--- config.mk ---
export PLATFORM = sky130hd
export DESIGN_NAME = one_hot_decoder_flat
export DESIGN_NICKNAME = d
export VERILOG_FILES = /design/src/rtl/one_hot_pkg.sv /design/src/rtl/one_hot_decoder_if.sv /design/src/rtl/one_hot_check.sv /design/src/rtl/one_hot_decoder.sv /design/src/flat_wrapper.sv
export SDC_FILE = /design/constraint.sdc
export NUM_CORES = 1
export LEC_CHECK = 0
export CORE_ASPECT_RATIO = 1.1
export CORE_UTILIZATION = 50
export DETAILED_ROUTE_END_ITERATION = 6
export GPL_ROUTABILITY_DRIVEN = 0
export PLACE_DENSITY = 0.9
export SYNTH_ARGS = -nofsm -noshare
export SYNTH_HDL_FRONTEND = slang
export SYNTH_SLANG_ARGS = --single-unit
--- constraint.sdc ---
create_clock -name i_clk -period 5.25 [get_ports i_clk]
set_input_delay 0.525 -clock i_clk [delete_from_list [all_inputs] [get_ports i_clk]]
set_output_delay 0.525 -clock i_clk [all_outputs]
set_load 0.005 [all_outputs]
--- src/rtl/one_hot_pkg.sv ---
// Shared constants, skid-state type and one-hot helpers
// for the one-hot encoder/decoder family.
package one_hot_pkg;

    localparam int DEF_DATA_WIDTH    = 3;
    localparam int DEF_DATA_SIZE     = 1 << DEF_DATA_WIDTH;
    localparam int DEF_ERR_CNT_WIDTH = 8;
    localparam int MAX_SIZE          = 256;

    typedef enum logic [1:0] {
        EMPTY = 2'd0,
        BUSY  = 2'd1,
        FULL  = 2'd2
    } skid_state_t;

    // Clearing the lowest set bit leaves zero iff at most one bit was set.
    function automatic logic onehot_popcount_le1(
        input logic [MAX_SIZE-1:0] w
    );
        return (w & (w - MAX_SIZE'(1))) == '0;
    endfunction

endpackage

--- src/rtl/one_hot_decoder_if.sv ---
// Valid/ready bundle between a one-hot producer and
// the one_hot_decoder plus its error-counter controls.
interface one_hot_decoder_if #(
    parameter int DATA_WIDTH    = 3,
    parameter int ERR_CNT_WIDTH = 8
);

    localparam int DATA_SIZE = 1 << DATA_WIDTH;

    logic [DATA_SIZE-1:0]     i_one_hot;
    logic                     i_valid;
    logic                     o_ready;
    logic [DATA_WIDTH-1:0]    o_val;
    logic                     o_error;
    logic                     o_valid;
    logic                     i_ready;
    logic                     i_err_clr;
    logic [ERR_CNT_WIDTH-1:0] o_err_count;

    modport slave (
        input  i_one_hot,
        input  i_valid,
        output o_ready,
        output o_val,
        output o_error,
        output o_valid,
        input  i_ready,
        input  i_err_clr,
        output o_err_count
    );

    modport master (
        output i_one_hot,
        output i_valid,
        input  o_ready,
        input  o_val,
        input  o_error,
        input  o_valid,
        output i_ready,
        output i_err_clr,
        input  o_err_count
    );

endinterface

--- src/rtl/one_hot_check.sv ---
// Combinational one-hot word check: lowest set index,
// zero-hot and multi-hot flags.
module one_hot_check
    import one_hot_pkg::*;
#(
    parameter  int DATA_WIDTH = DEF_DATA_WIDTH,
    localparam int DATA_SIZE  = 1 << DATA_WIDTH
) (
    input  logic [DATA_SIZE-1:0]  word,
    output logic [DATA_WIDTH-1:0] index,
    output logic                  is_zero,
    output logic                  is_multi
);

    // Scanning downwards leaves the lowest set bit as the final winner.
    always_comb begin
        index = '0;
        for (int i = DATA_SIZE - 1; i >= 0; i--) begin
            if (word[i]) begin
                index = i[DATA_WIDTH-1:0];
            end
        end
    end

    assign is_zero  = ~|word;
    assign is_multi = !onehot_popcount_le1(MAX_SIZE'(word));

endmodule

--- src/rtl/one_hot_decoder.sv ---
// Streaming one-hot to binary decoder with skid buffer and error count.
// ONE_HOT_DECODER_PRIORITY_EN: multi-hot words decode to lowest set bit.
module one_hot_decoder
    import one_hot_pkg::*;
#(
    parameter int DATA_WIDTH    = DEF_DATA_WIDTH,
    parameter int ERR_CNT_WIDTH = DEF_ERR_CNT_WIDTH
) (
    input  logic         i_clk,
    input  logic         i_reset_n,
    one_hot_decoder_if.slave bus
);

    skid_state_t state_q, state_d;

    logic [DATA_WIDTH-1:0]    main_val_q, main_val_d;
    logic                     main_err_q, main_err_d;
    logic [DATA_WIDTH-1:0]    skid_val_q, skid_val_d;
    logic                     skid_err_q, skid_err_d;
    logic                     ready_q;
    logic [ERR_CNT_WIDTH-1:0] cnt_q, cnt_d;

    logic [DATA_WIDTH-1:0] index;
    logic                  is_zero;
    logic                  is_multi;
    logic [DATA_WIDTH-1:0] dec_val;
    logic                  dec_err;
    logic                  accept;
    logic                  xfer;

    one_hot_check #(
        .DATA_WIDTH (DATA_WIDTH)
    ) u_check (
        .word     (bus.i_one_hot),
        .index    (index),
        .is_zero  (is_zero),
        .is_multi (is_multi)
    );

    assign dec_err = is_zero | is_multi;

`ifdef ONE_HOT_DECODER_PRIORITY_EN
    assign dec_val = is_zero ? '0 : index;
`else
    assign dec_val = dec_err ? '0 : index;
`endif

    assign accept = bus.i_valid && ready_q;
    assign xfer   = (state_q != EMPTY) && bus.i_ready;

    always_comb begin
        state_d    = state_q;
        main_val_d = main_val_q;
        main_err_d = main_err_q;
        skid_val_d = skid_val_q;
        skid_err_d = skid_err_q;
        unique case (state_q)
            EMPTY: begin
                if (accept) begin
                    state_d    = BUSY;
                    main_val_d = dec_val;
                    main_err_d = dec_err;
                end
            end
            BUSY: begin
                if (accept && !xfer) begin
                    state_d    = FULL;
                    skid_val_d = dec_val;
                    skid_err_d = dec_err;
                end else if (accept) begin
                    main_val_d = dec_val;
                    main_err_d = dec_err;
                end else if (xfer) begin
                    state_d = EMPTY;
                end
            end
            FULL: begin
                if (xfer) begin
                    state_d    = BUSY;
                    main_val_d = skid_val_q;
                    main_err_d = skid_err_q;
                end
            end
            default: begin
                state_d = EMPTY;
            end
        endcase
    end

    // A clear in the same cycle as an erroneous accept still counts it.
    always_comb begin
        cnt_d = cnt_q;
        if (bus.i_err_clr) begin
            cnt_d = ERR_CNT_WIDTH'(accept && dec_err);
        end else if (accept && dec_err && (cnt_q != '1)) begin
            cnt_d = cnt_q + ERR_CNT_WIDTH'(1);
        end
    end

    always_ff @(posedge i_clk or negedge i_reset_n) begin
        if (!i_reset_n) begin
            state_q    <= EMPTY;
            main_val_q <= '0;
            main_err_q <= 1'b0;
            skid_val_q <= '0;
            skid_err_q <= 1'b0;
            ready_q    <= 1'b1;
            cnt_q      <= '0;
        end else begin
            state_q    <= state_d;
            main_val_q <= main_val_d;
            main_err_q <= main_err_d;
            skid_val_q <= skid_val_d;
            skid_err_q <= skid_err_d;
            ready_q    <= (state_d != FULL);
            cnt_q      <= cnt_d;
        end
    end

    assign bus.o_valid     = (state_q != EMPTY);
    assign bus.o_ready     = ready_q;
    assign bus.o_val       = main_val_q;
    assign bus.o_error     = main_err_q;
    assign bus.o_err_count = cnt_q;

endmodule
--- src/flat_wrapper.sv ---
// flat-port wrapper written by rule: the top's interface ports become plain ports
module one_hot_decoder_flat import one_hot_pkg::*;
#(
    parameter int DATA_WIDTH    = DEF_DATA_WIDTH,
    parameter int ERR_CNT_WIDTH = DEF_ERR_CNT_WIDTH
)
  (i_clk, i_reset_n, bus_i_one_hot, bus_i_valid, bus_o_ready, bus_o_val, bus_o_error, bus_o_valid, bus_i_ready, bus_i_err_clr, bus_o_err_count);
  one_hot_decoder_if #(.DATA_WIDTH(DATA_WIDTH), .ERR_CNT_WIDTH(ERR_CNT_WIDTH)) bus_i ();
  input  logic i_clk;
  input  logic i_reset_n;
  input wire logic [$bits(bus_i.i_one_hot)-1:0] bus_i_one_hot;
  input wire logic [$bits(bus_i.i_valid)-1:0] bus_i_valid;
  output wire logic [$bits(bus_i.o_ready)-1:0] bus_o_ready;
  output wire logic [$bits(bus_i.o_val)-1:0] bus_o_val;
  output wire logic [$bits(bus_i.o_error)-1:0] bus_o_error;
  output wire logic [$bits(bus_i.o_valid)-1:0] bus_o_valid;
  input wire logic [$bits(bus_i.i_ready)-1:0] bus_i_ready;
  input wire logic [$bits(bus_i.i_err_clr)-1:0] bus_i_err_clr;
  output wire logic [$bits(bus_i.o_err_count)-1:0] bus_o_err_count;
  assign bus_i.i_one_hot = bus_i_one_hot;
  assign bus_i.i_valid = bus_i_valid;
  assign bus_o_ready = bus_i.o_ready;
  assign bus_o_val = bus_i.o_val;
  assign bus_o_error = bus_i.o_error;
  assign bus_o_valid = bus_i.o_valid;
  assign bus_i.i_ready = bus_i_ready;
  assign bus_i.i_err_clr = bus_i_err_clr;
  assign bus_o_err_count = bus_i.o_err_count;
  one_hot_decoder #(.DATA_WIDTH(DATA_WIDTH), .ERR_CNT_WIDTH(ERR_CNT_WIDTH)) u_core (.i_clk(i_clk), .i_reset_n(i_reset_n), .bus(bus_i));
endmodule
==> metrics.txt, run 1 <==
status=completed; via count=1084; Syn Inst Count=124; initial core utilization=53.6%; Iteration-0 DRC Markers=24; clock buffer count from CTS=3; TritonCTS clock tree=done; Synth Cell Area=0.00121 mm2; instance count on the critical path=7; sw frac=31.9%; cts hold-fix bufs=0; TNS Setup=0 ns; Worst EP required=5.45 ns; crit path launch=bus_i_one_hot[0]; Crit path max-delay family=simple AND/OR/NAND/NOR gates; asr flop ratio synth=100%; die area=0.00261 mm2; Mapped Nets=138; First-pass DRT Iterations=4; minimum clock period=2.78 ns; relative slew slack=42.8%; vias per std cell=6.02; unrepaired setup endpoints after global routing=false; Netlist cell types=49; DIE HEIGHT=53.5 um; routed length per instance=15.7 um; I/O pins=27; crit path to=u_core.bus.o_error; synthesis-stage register bit count=19; HP Class=flip-flop to flip-flop; Seq pwr share=48.7%; Seq/Total Area, Yosys=39.5%; CTS Root Cell=clkbuf_4; H-tree Lvls=1; RR Startpoint=u_core.bus.o_ready; maximum resistive drop on vdd=0.184 mV; Post-synth EDFFs=0; RR Endpoint=u_core.bus.o_err_count[7]; port bufs=26; clk slew on worst S/H paths=0.11 ns; Layout Area Growth over Synthesis=24.9%; P_sw=0.000116 W; share of post-route cells with drive strength above 1=16.0%; DRT antenna net count=0; Ys Warns=0; CP Launch Type=primary input; Most Frequent Cell on Critical Path=mux2_2; Final Hold Vio Count=0; clock tree buffer depth=2; syn_area_per_cell=9.73 um2; critical-path cell list=clkdlybuf4s50_1 -> or4_4 -> nor4_4 -> a211o_1 -> o21ai_1 -> mux2_2 -> mux2_2; vias in the first global route=1041; nets=165; clock share of power=20.9%; Crit path largest cell delay=0.62 ns; largest net degree at the start of global routing=20; initial antenna violation count=0; clk_lat worst skew=0.31 ns; slew at the pin closest to its max-slew limit=0.855 ns; power per cell area=241 mW/mm2; Die Width=48.8 um; most common flop cell mapped by yosys=dfrtp_1; CP endpoint kind=flip-flop; Comb power frac=30.4%; # rows=18; Clock Sinks=19; CP Class=primary input to flip-flop; Design Power=0.000363 W; Post-Route Skew=0.000539 ns; Pleak=0.619 nW; global-route wire length before repair=4.60 mm; fin. max-slew vios=0; GRT overflow=0; flop2flop setup slack=2.89 ns; DP Wirelength=2.12 mm; Tcrit/Tclk final=52.9%; Buf+Inv Stages, Crit Path=1; Crit path arrival time=2.98 ns; Setup Fix Bufs, Post-CTS=0; Internal Pwr Total=0.000248 W; GR Util All Layers=23.8%; WL final=2.83 mm; worst-path fanout max=11; # resized after CTS=0; final setup violation count=0; FMAX=0.360 GHz; worst-case reg-to-reg path depth=6; DRC viols=0; Worst path slowest cell=or4_4; core region area=0.00225 mm2; Max Cap Viol=0; # diodes=0
## worst reg2reg max path: stages (launching register included)
cell and delay (ns):
dfstp_2 0.55, and2_1 0.29, o221ai_1 0.23, a2111oi_4 0.38, nor2_2 0.16, or4_1 0.53
a21oi_1 0.15
## final cells by class
class	count	area [um2]
Inverter	3	11.3
Multi-Input combinational cell	98	693
Clock buffer	3	22.5
Clock inverter	1	5.00
Timing Repair Buffer	26	260
Tap cell	30	37.5
Fill cell	184	746
Sequential cell	19	477
## metrics by stage
stage | instance area (um2) | hold WS [ns] | worst slack [ns] | utilization [%] | std cells
after floorplan | 1210 | 0.229 | 2.92 | - | 124
after detailed placement | 1480 | 0.495 | 2.18 | 65.7 | 176
final | 1510 | 0.519 | 2.47 | 66.9 | 180
after global routing | 1510 | 0.536 | 2.33 | 66.9 | 180
after CTS | 1510 | 0.521 | 2.50 | 66.9 | 180
after global placement | 1480 | 0.478 | 2.24 | 65.7 | 176
## flip-flops by register name, indices dropped and copies added, names as in the netlist
signal / cells
u_core.state_q: 2
u_core.skid_val_q: 3
u_core.bus.o_val: 3
u_core.bus.o_error: 1
u_core.bus.o_ready: 1
u_core.skid_err_q: 1
u_core.bus.o_err_count: 8
## power groups by stage
stage          Sequential, W  Combinational, W  Clock (W)
2_1_floorplan       0.000177         0.0000629          0
3_3_place_gp        0.000179          0.000106          0
3_5_place_dp        0.000180          0.000110          0
4_1_cts             0.000177          0.000110  0.0000769
5_1_grt             0.000180          0.000122  0.0000797
6_report            0.000177          0.000110  0.0000759
## cell families (layout without fill, tap and decap cells)
logic type | count (synthesis) | after routing | share of synthesized area, %
flip-flops | 19 | 19 | 39.5
buffers and inverters | 7 | 33 | 3.01
XOR/XNOR | 1 | 1 | 0.726
AO/OA/AOI/OAI | 29 | 29 | 17.9
AND/OR/NAND/NOR | 55 | 55 | 26.8
multiplexers | 11 | 11 | 10.2
adder cells (fa/ha/maj) | 2 | 2 | 1.87
## Yosys cell counts (2+ instances only)
cell type	number	area share (%)
nor4_1	2	1.0
o21ai_0	2	0.83
and2b_2	2	1.5
a21oi_1	8	3.3
nor3_1	5	2.1
inv_1	3	0.93
nand2_1	6	1.9
nand3_1	4	1.7
or3_2	2	1.2
o21ai_1	2	0.83
nand2b_1	3	1.6
and2_1	2	1.0
nor2b_1	3	1.6
or4_1	2	1.2
o31ai_1	4	2.5
and3_1	3	1.6
or2_2	2	1.0
dfrtp_1	18	37
nor2_1	13	4.0
mux2_2	9	8.4
## how the worst min path moves through the flow
| stage | from | end | slack, ns | depth (start not counted) |
|---|---|---|---|---|
| floorplan | i_reset_n | u_core.bus.o_err_count[0] | 0.23 | 0 |
| global placement | u_core.bus.o_val[0] | u_core.bus.o_val[0] | 0.48 | 1 |
| finish | u_core.skid_val_q[2] | u_core.skid_val_q[2] | 0.52 | 1 |
| global route | u_core.skid_val_q[2] | u_core.skid_val_q[2] | 0.54 | 1 |
| CTS | u_core.skid_val_q[2] | u_core.skid_val_q[2] | 0.52 | 1 |
| detailed placement | u_core.skid_val_q[2] | u_core.skid_val_q[2] | 0.49 | 1 |
## layout by cell type (no fill, tap or decap), types with 3 or more instances in the layout
cell	instances
o31ai_1	4
nor2b_1	3
nand2_1	6
mux2_2	9
nor2_1	13
nand2b_1	3
dfrtp_1	18
clkbuf_4	3
nand3_1	4
inv_1	3
a21oi_1	8
clkdlybuf4s50_1	26
and3_1	3
nor3_1	5
## routing by layer
layer  global-route usage, %  vias up  wire length [um]
li1                        -      516                 -
met1                    27.6      532              1230
met2                    42.6       31              1440
met3                    3.45        5               104
met4                    13.7        0                55
met5                       0        -                 0
Power figures use the tool's default switching activity.
==> run 2: changes to the inputs <==
Settings changed: CORE_UTILIZATION 50 to 49, PLACE_DENSITY 0.9 to 0.89.
Clock period 5.25 ns to 2.7 ns, I/O delays scaled along.
==> run 2 against run 1 <==
Against the previous run:
- sequential cell count unchanged
- die area is 2.0% higher
- non-clock buffer count rose by 6
==> metrics.txt, run 2 (synthesis results as in run 1) <==
status=completed; vias in the first global route=1052; sw frac=30.9%; Iteration-0 DRC Markers=20; # diodes=0; Worst EP required=2.91 ns; worst-path fanout max=7; I/O pins=27; FMAX=0.417 GHz; most common cell after layout, fill and taps aside=clkdlybuf4s50_1; CP Class=primary input to flip-flop; power per cell area=458 mW/mm2; Seq pwr share=48.4%; clock share of power=20.4%; clk slew on worst S/H paths=0.11 ns; Post-Route Skew=0.00586 ns; flop2flop setup slack=0.39 ns; Final Hold Vio Count=0; GRT overflow=0; Die Width=49.3 um; P_sw=0.000219 W; GR Util All Layers=22.8%; met2 GRT Util=41.8%; Pleak=0.646 nW; most frequent cells in the layout=clkdlybuf4s50_1 (26), dfrtp_1 (18), nor2_1 (13), mux2_2 (9), a21oi_1 (8); port bufs=26; M1 GR Usage=26.8%; DRC viols=0; Comb power frac=31.3%; Setup Fix Bufs, Post-CTS=0; Final Cell Area=0.00155 mm2; worst-case reg-to-reg path depth=7; die area=0.00266 mm2; largest net degree at the start of global routing=20; HP Class=primary input to asynchronous set/reset pin; Internal Pwr Total=0.000491 W; # rows=18; H-tree Lvls=1; maximum resistive drop on vdd=0.453 mV; clock tree buffer depth=2; Tcrit/Tclk final=88.9%; CTS Root Cell=clkbuf_4; met3 Track Usage GR=2.26%; minimum clock period=2.40 ns; WL final=2.80 mm; core region area=0.00230 mm2; # resized after CTS=0; via count=1083; CP Launch Type=primary input; TritonCTS clock tree=done; Crit path arrival time=2.61 ns; most used routing layer=met2; RR Startpoint=u_core.bus.o_err_count[0]; DP Wirelength=2.10 mm; Largest register FFs=8; routed length per instance=15.0 um; unrepaired setup endpoints after global routing=false; Layout fillers=194; First-pass DRT Iterations=4; initial core utilization=52.5%; DRT antenna net count=0; cts hold-fix bufs=0; clock buffer count from CTS=3; relative slew slack=44.0%; Max Cap Viol=0; DIE HEIGHT=54.0 um; clk_lat worst skew=0.30 ns; CP endpoint kind=flip-flop; Clock Sinks=19; fin. max-slew vios=0; TNS Setup=0 ns; RR Endpoint=u_core.bus.o_err_count[7]; slew at the pin closest to its max-slew limit=0.838 ns; initial antenna violation count=0; final setup violation count=0; Layout Area Growth over Synthesis=28.5%; global-route wire length before repair=4.51 mm; share of post-route cells with drive strength above 1=18.6%; Area after DPL=0.00152 mm2; nets=171; vias per std cell=5.82
[run 2: changes by cell type in the layout (fill, tap and decap cells not counted)]
cell | before | now
clkbuf_1 | 0 | 1
buf_4 | 0 | 6
clkinv_2 | 1 | 0
[run 2: worst max-delay path: stages]
cell,delay [ns]
clkdlybuf4s50_1,0.47
or4_4,0.63
a211o_1,0.28
o21ai_1,0.41
buf_4,0.22
a41oi_1,0.11
nor3_1,0.21
[run 2: power by group through the flow]
stage	Clock [W]	Sequential [W]	Combinational, W
global route	0.000159	0.000349	0.000246
CTS	0.000148	0.000343	0.000223
floorplan	0	0.000344	0.000122
global placement	0	0.000348	0.000216
finish	0.000145	0.000344	0.000222
detailed placement	0	0.000349	0.000222
[run 2: final cells by class]
| cell class | count | area [um2] | share of cell area, % |
|---|---|---|---|
| inverters | 3 | 11.3 | 0.726 |
| repair buffers | 32 | 305 | 19.7 |
| clock buffers | 4 | 26.3 | 1.69 |
| well taps | 30 | 37.5 | 2.42 |
| flip-flops and latches | 19 | 477 | 30.8 |
| multi-input cells | 98 | 693 | 44.7 |
[run 2: routing by layer]
layer | part of all wire, % | up-vias
met5 | 0 | -
met4 | 1.1 | 0
met3 | 4.7 | 4
met2 | 51 | 34
met1 | 43 | 515
li1 | - | 530
[run 2: stage by stage]
step	hold WS [ns]	util, %	setup WS (ns)	power (W)	cells
global route	0.528	67.5	0.126	0.000753	186
CTS	0.472	67.5	0.328	0.000715	186
detailed placement	0.486	66.3	0.0333	0.000571	182
global placement	0.477	66.3	0.139	0.000564	182
floorplan	-0.0256	-	0.603	0.000467	124
finish	0.442	67.5	0.301	0.000711	186
[run 2: how the worst max path moves through the flow]
stage                             from                         to  slack, ns  cells past startpoint
floorplan           u_core.bus.o_ready  u_core.bus.o_err_count[7]       0.60                      7
global placement      bus_i_one_hot[1]         u_core.bus.o_error       0.14                      7
detailed placement    bus_i_one_hot[1]  u_core.bus.o_err_count[6]       0.03                      7
CTS                   bus_i_one_hot[1]  u_core.bus.o_err_count[6]       0.33                      7
global route          bus_i_one_hot[1]  u_core.bus.o_err_count[6]       0.13                      7
finish                bus_i_one_hot[1]  u_core.bus.o_err_count[6]       0.30                      7
